==> src/rtl/multiplier_stream.sv <==
// Streaming multiplier: operand FIFO feeding an iterative radix-4 Booth datapath,
// signed/unsigned per entry, results delivered over a valid/ready handshake.
module multiplier_stream #(
  parameter int WIDTH = 8,
  parameter int DEPTH = 4
) (
  input  logic                       CLK,
  input  logic                       RST,
  input  logic                       Write_Req,
  input  logic [2*WIDTH-1:0]         FIFO_Write_Data,
  input  logic                       Write_Signed,
  output logic [$clog2(DEPTH):0]     Left_Sig,
  output logic                       Full,
  output logic                       Drop_Sig,
  output logic                       Busy,
  output logic [2*WIDTH-1:0]         Product,
  output logic                       Product_Valid,
  input  logic                       Product_Ready
);

  localparam int AW    = $clog2(DEPTH);
  localparam int STEPS = WIDTH / 2 + 1;
  localparam int SW    = $clog2(STEPS);
  localparam int PW    = 2 * WIDTH + 2;
  localparam int MW    = WIDTH + 3;
  localparam int EW    = 2 * WIDTH + 1;

  typedef enum logic [1:0] {
    S_IDLE,
    S_MUL,
    S_DONE
  } state_t;

  state_t r_state;
  state_t w_state_next;

  logic [EW-1:0]     r_mem [DEPTH];
  logic [AW-1:0]     r_wptr;
  logic [AW-1:0]     r_rptr;
  logic [AW:0]       r_count;
  logic              r_drop;

  logic [PW-1:0]     r_mcand;
  logic [MW-1:0]     r_mplier;
  logic [PW-1:0]     r_acc;
  logic [SW-1:0]     r_step;
  logic [2*WIDTH-1:0] r_product;
  logic              r_valid;

  logic              w_full;
  logic              w_empty;
  logic              w_push;
  logic              w_pop;
  logic              w_step;
  logic              w_last;
  logic [EW-1:0]     w_head;
  logic              w_sgn;
  logic [WIDTH-1:0]  w_a;
  logic [WIDTH-1:0]  w_b;
  logic [PW-1:0]     w_a_ext;
  logic [MW-1:0]     w_b_ext;
  logic [PW-1:0]     w_m2;
  logic [PW-1:0]     w_addend;
  logic [PW-1:0]     w_acc_next;

  // ---------------- operand FIFO ----------------
  assign w_full  = (r_count == (AW + 1)'(DEPTH));
  assign w_empty = (r_count == '0);
  // A write while full is dropped even if a pop frees a slot on the same edge.
  assign w_push  = Write_Req && !w_full;
  assign w_head  = r_mem[r_rptr];

  always_ff @(posedge CLK) begin
    if (w_push) begin
      r_mem[r_wptr] <= {Write_Signed, FIFO_Write_Data};
    end
  end

  always_ff @(posedge CLK or posedge RST) begin
    if (RST) begin
      r_wptr  <= '0;
      r_rptr  <= '0;
      r_count <= '0;
      r_drop  <= 1'b0;
    end else begin
      r_drop <= Write_Req && w_full;
      if (w_push) r_wptr <= r_wptr + AW'(1);
      if (w_pop)  r_rptr <= r_rptr + AW'(1);
      case ({w_push, w_pop})
        2'b10:   r_count <= r_count + (AW + 1)'(1);
        2'b01:   r_count <= r_count - (AW + 1)'(1);
        default: r_count <= r_count;
      endcase
    end
  end

  // ---------------- controller ----------------
  always_ff @(posedge CLK or posedge RST) begin
    if (RST) r_state <= S_IDLE;
    else     r_state <= w_state_next;
  end

  always_comb begin
    w_state_next = r_state;
    w_pop        = 1'b0;
    w_step       = 1'b0;
    w_last       = 1'b0;
    case (r_state)
      S_IDLE: begin
        if (!w_empty) begin
          w_pop        = 1'b1;
          w_state_next = S_MUL;
        end
      end
      S_MUL: begin
        w_step = 1'b1;
        if (r_step == SW'(STEPS - 1)) begin
          w_last       = 1'b1;
          w_state_next = S_DONE;
        end
      end
      S_DONE: begin
        if (Product_Ready) begin
          if (!w_empty) begin
            w_pop        = 1'b1;
            w_state_next = S_MUL;
          end else begin
            w_state_next = S_IDLE;
          end
        end
      end
      default: w_state_next = S_IDLE;
    endcase
  end

  // ---------------- Booth datapath ----------------
  assign w_sgn   = w_head[2*WIDTH];
  assign w_a     = w_head[2*WIDTH-1:WIDTH];
  assign w_b     = w_head[WIDTH-1:0];
  assign w_a_ext = {{(WIDTH + 2){w_sgn & w_a[WIDTH-1]}}, w_a};
  assign w_b_ext = {{2{w_sgn & w_b[WIDTH-1]}}, w_b, 1'b0};
  assign w_m2    = {r_mcand[PW-2:0], 1'b0};

  always_comb begin
    w_addend = '0;
    case (r_mplier[2:0])
      3'b001, 3'b010: w_addend = r_mcand;
      3'b011:         w_addend = w_m2;
      3'b100:         w_addend = -w_m2;
      3'b101, 3'b110: w_addend = -r_mcand;
      default:        w_addend = '0;
    endcase
  end

  assign w_acc_next = r_acc + w_addend;

  // The multiplicand is pre-shifted by 4 each step instead of scaling the addend.
  always_ff @(posedge CLK or posedge RST) begin
    if (RST) begin
      r_mcand   <= '0;
      r_mplier  <= '0;
      r_acc     <= '0;
      r_step    <= '0;
      r_product <= '0;
      r_valid   <= 1'b0;
    end else begin
      if (w_pop) begin
        r_mcand  <= w_a_ext;
        r_mplier <= w_b_ext;
        r_acc    <= '0;
        r_step   <= '0;
      end else if (w_step) begin
        r_mcand  <= {r_mcand[PW-3:0], 2'b00};
        r_mplier <= {2'b00, r_mplier[MW-1:2]};
        r_acc    <= w_acc_next;
        r_step   <= r_step + SW'(1);
      end
      if (w_last) begin
        r_product <= w_acc_next[2*WIDTH-1:0];
        r_valid   <= 1'b1;
      end else if (r_state == S_DONE && Product_Ready) begin
        r_valid <= 1'b0;
      end
    end
  end

  assign Left_Sig      = (AW + 1)'(DEPTH) - r_count;
  assign Full          = w_full;
  assign Drop_Sig      = r_drop;
  assign Busy          = (r_state != S_IDLE);
  assign Product       = r_product;
  assign Product_Valid = r_valid;

endmodule

==> config.mk <==
export PLATFORM = sky130hd
export DESIGN_NAME = multiplier_stream
export DESIGN_NICKNAME = d
export VERILOG_FILES = /design/src/rtl/multiplier_stream.sv
export SDC_FILE = /design/constraint.sdc
export NUM_CORES = 1
export LEC_CHECK = 0
export CAP_MARGIN = 20
export CORE_UTILIZATION = 30
export CTS_CLUSTER_DIAMETER = 50
export DETAILED_ROUTE_END_ITERATION = 10
export HOLD_SLACK_MARGIN = 0.02
export PLACE_DENSITY_LB_ADDON = 0.1
export SYNTH_ARGS = -nofsm -noshare
export SYNTH_HDL_FRONTEND = slang
export SYNTH_SLANG_ARGS = --single-unit
==> constraint.sdc <==
create_clock -name CLK -period 9.54 [get_ports CLK]
set_input_delay 0.954 -clock CLK [delete_from_list [all_inputs] [get_ports CLK]]
set_output_delay 0.954 -clock CLK [all_outputs]
set_load 0.05 [all_outputs]
# Word-level counts from Yosys, hierarchy flattened
# Memories as Yosys holds them, arrays and structs flattened.
# Index checks and enable logic that the tools add are counted.
[op_classes] addsub=9 eq_ne=15 n_mux=25 bitwise=2 reduce_logical=13
[op_table] op="two-way mux 18 bit" count=4
[op_table] op="case mux 18 bit (4 select lines)" count=1
[op_table] op="negator 18 bit" count=2
[op_table] op="two-way mux 11 bit" count=2
[op_table] op="adder 18 bit" count=1
[op_table] op="equality test 3 bit (second input constant)" count=5
[op_table] op="two-way mux 1 bit" count=10
[op_table] op="nonzero test 2 bit" count=4
[op_table] op="adder 3 x 1 -> 3 bit (second input constant)" count=2
[op_table] op="equality test 3 x 2 -> 1 bit (second input constant)" count=2
[op_table] op="two-way mux 2 bit" count=3
[op_table] op="two-way mux 3 bit" count=2
[op_table] op="!= test 2 bit (second input constant)" count=3
[op_table] op="case mux 2 bit (3 select lines)" count=1
[op_table] op="case mux 3 bit (2 select lines)" count=1
[op_table] op="adder 2 x 1 -> 2 bit (second input constant)" count=2
[op_table] op="equality test 2 x 1 -> 1 bit (second input constant)" count=2
[op_table] op="equality test 2 bit (second input constant)" count=2
[op_table] op="OR reduction 2 bit" count=2
[op_table] op="equality test 3 x 1 -> 1 bit (second input constant)" count=1
[op_table] op="logical AND 1 bit" count=3
[op_table] op="logical NOT 3 bit" count=1
[op_table] op="AND reduction 3 bit" count=1
[op_table] op="subtractor 3 x 1 -> 3 bit (second input constant)" count=1
[op_table] op="other kinds (5)" count=6
[totals] ff_bits=77 ramBits=68 input_bits=21 out_inout_bits=23 n_memories=1
[memory_table] memory="r_mem" depth=4 word_bits=17 rd=1 rd_clocked_by_memory_dff=0 write_ports=1 line_no="37" source="logic [EW-1:0] r_mem [DEPTH];"

# Depth between registers and ports, before layout
[logic_depth] depth_word=6 ltp_mapped=17 mapped_depth_nobuf=16

# Worst setup path after synthesis
# Ideal clock, no wire load.
[synth_path] path_type="reg2reg" from="register r_mcand[0]" to="register r_product[15], in the netlist Product[15]" setup_ns=0.125 arrival_time_ns=3.554 setup_slack_ns=5.861 stages_incl_launch_ff=17 path_buffers=0 synth_period_minus_slack_ns=3.679 path_cell_list="dfrtp_1 -> inv_1 -> ha_1 -> nor4b_1 -> nand3b_1 -> nor3_1 -> nand2b_1 -> xnor2_1 -> a221oi_1 -> a31oi_1 -> ha_1 -> a21o_1 -> a21o_1 -> a221oi_1 -> xnor2_2 -> xnor2_1 -> mux2_2"
[synth_via] elab_chain_len=3 word_cells_on_any_way=4
[synth_rtl] item="start: declaration" line_no="43" source="logic [PW-1:0] r_mcand;"
[synth_rtl] item="start signal: assignment" line_no="168" source="r_mcand <= w_a_ext;"
[synth_rtl] item="start signal: assignment" line_no="173" source="r_mcand <= {r_mcand[PW-3:0], 2'b00};"
[synth_rtl] item="negator 18 bit (on tied branches)" line_no="150, 149"
[synth_rtl] item="case mux 18 bit (4 select lines) (*)" line_no="146" source="case (r_mplier[2:0])"
[synth_rtl] item="adder 18 bit (*)" line_no="155" source="assign w_acc_next = r_acc + w_addend;"
[synth_rtl] item="end signal: assignment" line_no="179" source="r_product <= w_acc_next[2*WIDTH-1:0];"
[synth_rtl] item="end: declaration" line_no="47" source="logic [2*WIDTH-1:0] r_product;"
# Mark *: on every way between the ends. The rest lies on a longest branch, timed or not.
# A chain may end at the register's enable or synchronous reset.

# Worst setup path in the final report
[layout_path] from="register r_mplier[1]" to="register r_acc[12]"
[layout_via] elab_chain_len=6 word_cells_on_any_way=12
[layout_rtl] item="start: declaration" line_no="44" source="logic [MW-1:0] r_mplier;"
[layout_rtl] item="start signal: assignment" line_no="169" source="r_mplier <= w_b_ext;"
[layout_rtl] item="start signal: assignment" line_no="174" source="r_mplier <= {2'b00, r_mplier[MW-1:2]};"
[layout_rtl] item="equality test 3 bit, or another cell as far along" line_no="146"
[layout_rtl] item="OR reduction 2 bit" line_no="146"
[layout_rtl] item="case mux 18 bit (4 select lines) (*)" line_no="146"
[layout_rtl] item="adder 18 bit (*)" line_no="155"
[layout_rtl] item="two-way mux 18 bit (*)" line_no="172" source="end else if (w_step) begin"
[layout_rtl] item="two-way mux 18 bit (*)" line_no="167" source="if (w_pop) begin"
[layout_rtl] item="end signal: assignment" line_no="175" source="r_acc <= w_acc_next;"
[layout_rtl] item="end: declaration" line_no="45" source="logic [PW-1:0] r_acc;"
# Mark *: on every way between the ends. The rest lies on a longest branch, timed or not. The select of a mux whose other input is x is not followed.

==> impl_metrics.prom <==
# TYPE chip_impl_metric gauge
chip_impl_metric{name="routed_via_density",unit=""} 4.94
chip_impl_metric{name="worst_path_required_time",unit="ns"} 9.83
chip_impl_metric{name="slew-limit-headroom",unit=""} 0.327
chip_impl_metric{name="num_rows",unit=""} 55
chip_impl_info{name="crit_type",value="reg2reg"} 1
chip_impl_metric{name="synthesis.area",unit="sq um"} 7110
chip_impl_metric{name="post_cts_hold_buffer_count",unit=""} 0
chip_impl_metric{name="cap_viol_max_count",unit=""} 0
chip_impl_metric{name="areaGrowthSynthToFinish",unit="%"} 18.7
chip_impl_metric{name="synth-edff-count",unit=""} 68
chip_impl_metric{name="total_routing_usage_gr",unit=""} 0.141
chip_impl_metric{name="die_h",unit="um"} 156
chip_impl_info{name="worstHoldPathType",value="reg2reg"} 1
chip_impl_metric{name="drt-wirelength-per-cell",unit="um"} 16.5
chip_impl_metric{name="htree_num_levels",unit=""} 4
chip_impl_metric{name="grt_pass1_vias",unit=""} 4869
chip_impl_info{name="synth_area_leaders",value="sky130_fd_sc_hd__edfxtp_1 29%, sky130_fd_sc_hd__dfrtp_1 25%, sky130_fd_sc_hd__mux4_2 5.4%, sky130_fd_sc_hd__ha_1 4.6%, sky130_fd_sc_hd__nand2_1 4.0%"} 1
chip_impl_metric{name="final_net_count",unit=""} 701
chip_impl_metric{name="clk_latency",unit="ns"} 0.43
chip_impl_metric{name="multi_input_comb_area",unit="sq um"} 3000
chip_impl_metric{name="firstDrtPassIters",unit=""} 4
chip_impl_metric{name="ioPinCount",unit=""} 44
chip_impl_metric{name="gp_congestion",unit=""} 0.819
chip_impl_metric{name="crit_arrival",unit="ns"} 4.67
chip_impl_metric{name="route.antenna.remaining_nets",unit=""} 0
chip_impl_metric{name="finalMaxSlewViolations",unit=""} 0
chip_impl_info{name="run_status",value="finished, final reports clean"} 1
chip_impl_metric{name="period_share",unit=""} 0.460
chip_impl_info{name="cts_tree",value="built"} 1
chip_impl_metric{name="synth_warnings",unit=""} 0
chip_impl_metric{name="postCtsSetupRepairBufs",unit=""} 0
chip_impl_metric{name="detail_route.drc_violations",unit=""} 0
chip_impl_info{name="synth-main-ff-cell",value="sky130_fd_sc_hd__dfrtp_1"} 1
chip_impl_metric{name="antenna_found_initial",unit=""} 0
chip_impl_metric{name="starting_density",unit=""} 0.310
chip_impl_metric{name="yosysSeqAreaShare",unit=""} 0.541
chip_impl_metric{name="clock_sink_count",unit=""} 140
chip_impl_info{name="cp-start-kind",value="register"} 1
chip_impl_metric{name="tightest_slew",unit="ns"} 1.01
chip_impl_metric{name="finalSetupViolCount",unit=""} 0
chip_impl_metric{name="post_route_cells_drive_above_1_share",unit=""} 0.104
chip_impl_metric{name="wire_length_of_the_first_global_routing_pass",unit="um"} 26300
chip_impl_metric{name="portBuffers",unit=""} 43
chip_impl_metric{name="synth_seq_cells",unit=""} 140
chip_impl_metric{name="finalWirelength",unit="um"} 16100
chip_impl_metric{name="max_freq",unit="MHz"} 228
chip_impl_info{name="critPathCaptureType",value="register"} 1
chip_impl_metric{name="fin_worst_skew",unit="ns"} 0.0167
chip_impl_metric{name="period_minus_slack",unit="ns"} 4.39
chip_impl_info{name="cts_root_buffer",value="sky130_fd_sc_hd__clkbuf_16"} 1
chip_impl_metric{name="dr.first_iter.drc_count",unit=""} 271
chip_impl_metric{name="cts.path.max_buffers",unit=""} 2
chip_impl_metric{name="fill_cells",unit=""} 2211
chip_impl_metric{name="design.core.area",unit="sq um"} 22900
chip_impl_metric{name="detailed_place_hpwl",unit="um"} 10700
chip_impl_metric{name="delay_of_the_slowest_cell_on_the_worst_path",unit="ns"} 0.83
chip_impl_metric{name="post-route-worst-setup-slack",unit="ns"} 5.15
chip_impl_metric{name="die_ar",unit="sq um"} 24300
chip_impl_metric{name="post-synth-top-area-fraction",unit=""} 0.287
chip_impl_metric{name="ys_types",unit=""} 57
chip_impl_metric{name="place_worst_setup_slack",unit="ns"} 5.16
chip_impl_metric{name="dieWidth",unit="um"} 156
chip_impl_metric{name="postCtsResizedCells",unit=""} 0
chip_impl_info{name="top_cell_type_by_total_area_after_synthesis",value="sky130_fd_sc_hd__edfxtp_1"} 1
chip_impl_info{name="crit_chain",value="inv_1 -> nor2_1 -> a21oi_1 -> o22a_1 -> fa_1 -> nor2b_1 -> o21a_1 -> o21ai_0 -> a2111oi_0 -> a211o_1 -> xnor2_1 -> o21ai_0"} 1
chip_impl_metric{name="syn-mean-instance-area",unit="sq um"} 11.3
chip_impl_info{name="rsz0062_at_grt",value="false"} 1
chip_impl_metric{name="worst-path-max-fanout",unit=""} 21
chip_impl_metric{name="synth_cells",unit=""} 628
chip_impl_metric{name="async_reset_ff_frac",unit=""} 0.514
chip_impl_metric{name="mappedNetlistNets",unit=""} 677
chip_impl_info{name="highest_delay_cell_along_the_critical_path",value="sky130_fd_sc_hd__dfrtp_1"} 1
chip_impl_metric{name="final.setup.tns",unit="ns"} 0
chip_impl_info{name="timing.critical_path.mode_cell",value="sky130_fd_sc_hd__o21ai_0"} 1
chip_impl_metric{name="finalHoldViolations",unit=""} 0
chip_impl_metric{name="num_antenna_cells",unit=""} 0
chip_impl_metric{name="cts_inserted_buffers",unit=""} 17
chip_impl_metric{name="num_vias",unit=""} 4830
chip_impl_metric{name="ff_latch_area",unit="sq um"} 3840
chip_impl_metric{name="largest_net_degree_at_the_start_of_global_routing",unit=""} 73
chip_impl_metric{name="grt-ovfl-total",unit=""} 0
chip_impl_metric{name="clk_pin_slew_worst_paths",unit="ns"} 0.07
-- final timing paths --
check                            start     endpoint  slack (ns)  cells past startpoint
setup / recovery           r_mplier[1]    r_acc[12]        5.15                     12
hold / removal              Product[6]   Product[6]        0.48                      2
setup reg to reg           r_mplier[1]    r_acc[12]        5.15                     12
hold reg to reg             Product[6]   Product[6]        0.48                      2
max in group asynchronous          RST  r_mcand[11]        8.04                      4
min in group asynchronous          RST   Product[7]        0.91                      3
-- layout make-up --
class | instances | area share
clock buffer | 17 | 0.0504
clock inverter | 15 | 0.0208
inverter | 25 | 0.0111
multi-input combinational | 418 | 0.355
sequential | 140 | 0.456
tap | 313 | 0.0464
timing repair buffer | 50 | 0.0605
-- metal layers --
metal / vias up / part of all wire / track usage
met4: 0 / 0.0090 / 0.0528
li1: 2332 / - / -
met2: 65 / 0.52 / 0.243
met5: - / 0 / 0
met1: 2422 / 0.45 / 0.177
met3: 11 / 0.022 / 0.0236
-- flip-flops by register name, indices dropped and copies added, names as in the netlist, 3 cells and up --
signal / count
Product: 16
r_mcand: 16
r_mem: 68
r_mplier: 10
r_count: 3
r_acc: 16
r_step: 3
-- cell usage in the layout, fill, tap and decap left out, drive strengths merged, types with 5 or more instances in the layout --
cell type,synthesis,layout
dfrtp,72,72
and2,8,8
buf,6,7
nand2b,9,9
nor2b,5,5
a31oi,13,13
xor2,17,17
edfxtp,68,68
clkinv,0,5
ha,26,26
o22ai,6,6
clkbuf,39,17
a21o,8,8
o31ai,8,8
a21oi,21,21
mux2i,11,11
nand2,76,76
o21ai,56,56
nor2,30,30
nand3,24,24
inv,25,32
a221oi,9,9
clkdlybuf4s50,0,43
mux4,17,17
xnor2,27,27
-- synth_stat cells, types with 4 or more instances --
| library cell | instances |
|---|---|
| sky130_fd_sc_hd__nand2_1 | 76 |
| sky130_fd_sc_hd__dfrtp_1 | 72 |
| sky130_fd_sc_hd__edfxtp_1 | 68 |
| sky130_fd_sc_hd__o21ai_0 | 55 |
| sky130_fd_sc_hd__clkbuf_1 | 39 |
| sky130_fd_sc_hd__nor2_1 | 30 |
| sky130_fd_sc_hd__ha_1 | 26 |
| sky130_fd_sc_hd__xnor2_1 | 26 |
| sky130_fd_sc_hd__inv_1 | 25 |
| sky130_fd_sc_hd__nand3_1 | 24 |
| sky130_fd_sc_hd__a21oi_1 | 21 |
| sky130_fd_sc_hd__mux4_2 | 17 |
| sky130_fd_sc_hd__xor2_1 | 17 |
| sky130_fd_sc_hd__a31oi_1 | 13 |
| sky130_fd_sc_hd__mux2i_1 | 11 |
| sky130_fd_sc_hd__a221oi_1 | 9 |
| sky130_fd_sc_hd__nand2b_1 | 9 |
| sky130_fd_sc_hd__a21o_1 | 8 |
| sky130_fd_sc_hd__and2_1 | 8 |
| sky130_fd_sc_hd__o31ai_1 | 8 |
| sky130_fd_sc_hd__o22ai_1 | 6 |
| sky130_fd_sc_hd__nor2b_1 | 5 |
| sky130_fd_sc_hd__nor3_1 | 4 |
| sky130_fd_sc_hd__o21a_1 | 4 |
-- worst max-delay path: cells and delay by family, from the launching register on --
kind	cells	cell delay [ns]
buf+inv	1	0.39
fa+ha+maj	1	0.43
compound gates	7	1.58
simple gates	2	0.89
xor+xnor	1	0.13
flops	1	0.83
-- through the flow --
step,instance area (sq um),utilization,hold slack [ns],std cells
floorplan,7110,-,0.453,628
global placement,7790,0.340,0.464,944
detailed placement,7790,0.340,0.470,944
CTS,8390,0.366,0.488,976
global route,8440,0.368,0.510,978
finish,8440,0.368,0.479,978
-- kinds of logic after synthesis --
| logic type | Yosys count | share of synthesized area |
|---|---|---|
| xor+xnor | 44 | 0.0553 |
| simple gates | 173 | 0.115 |
| compound gates | 142 | 0.125 |
| flops | 140 | 0.541 |
| mux | 31 | 0.0741 |
| buf+inv | 70 | 0.0389 |
| fa+ha+maj | 28 | 0.0514 |
Power is left out: the tool's default activity adds up to more than one toggle a clock period on the data nets, which glitch-free logic cannot reach.
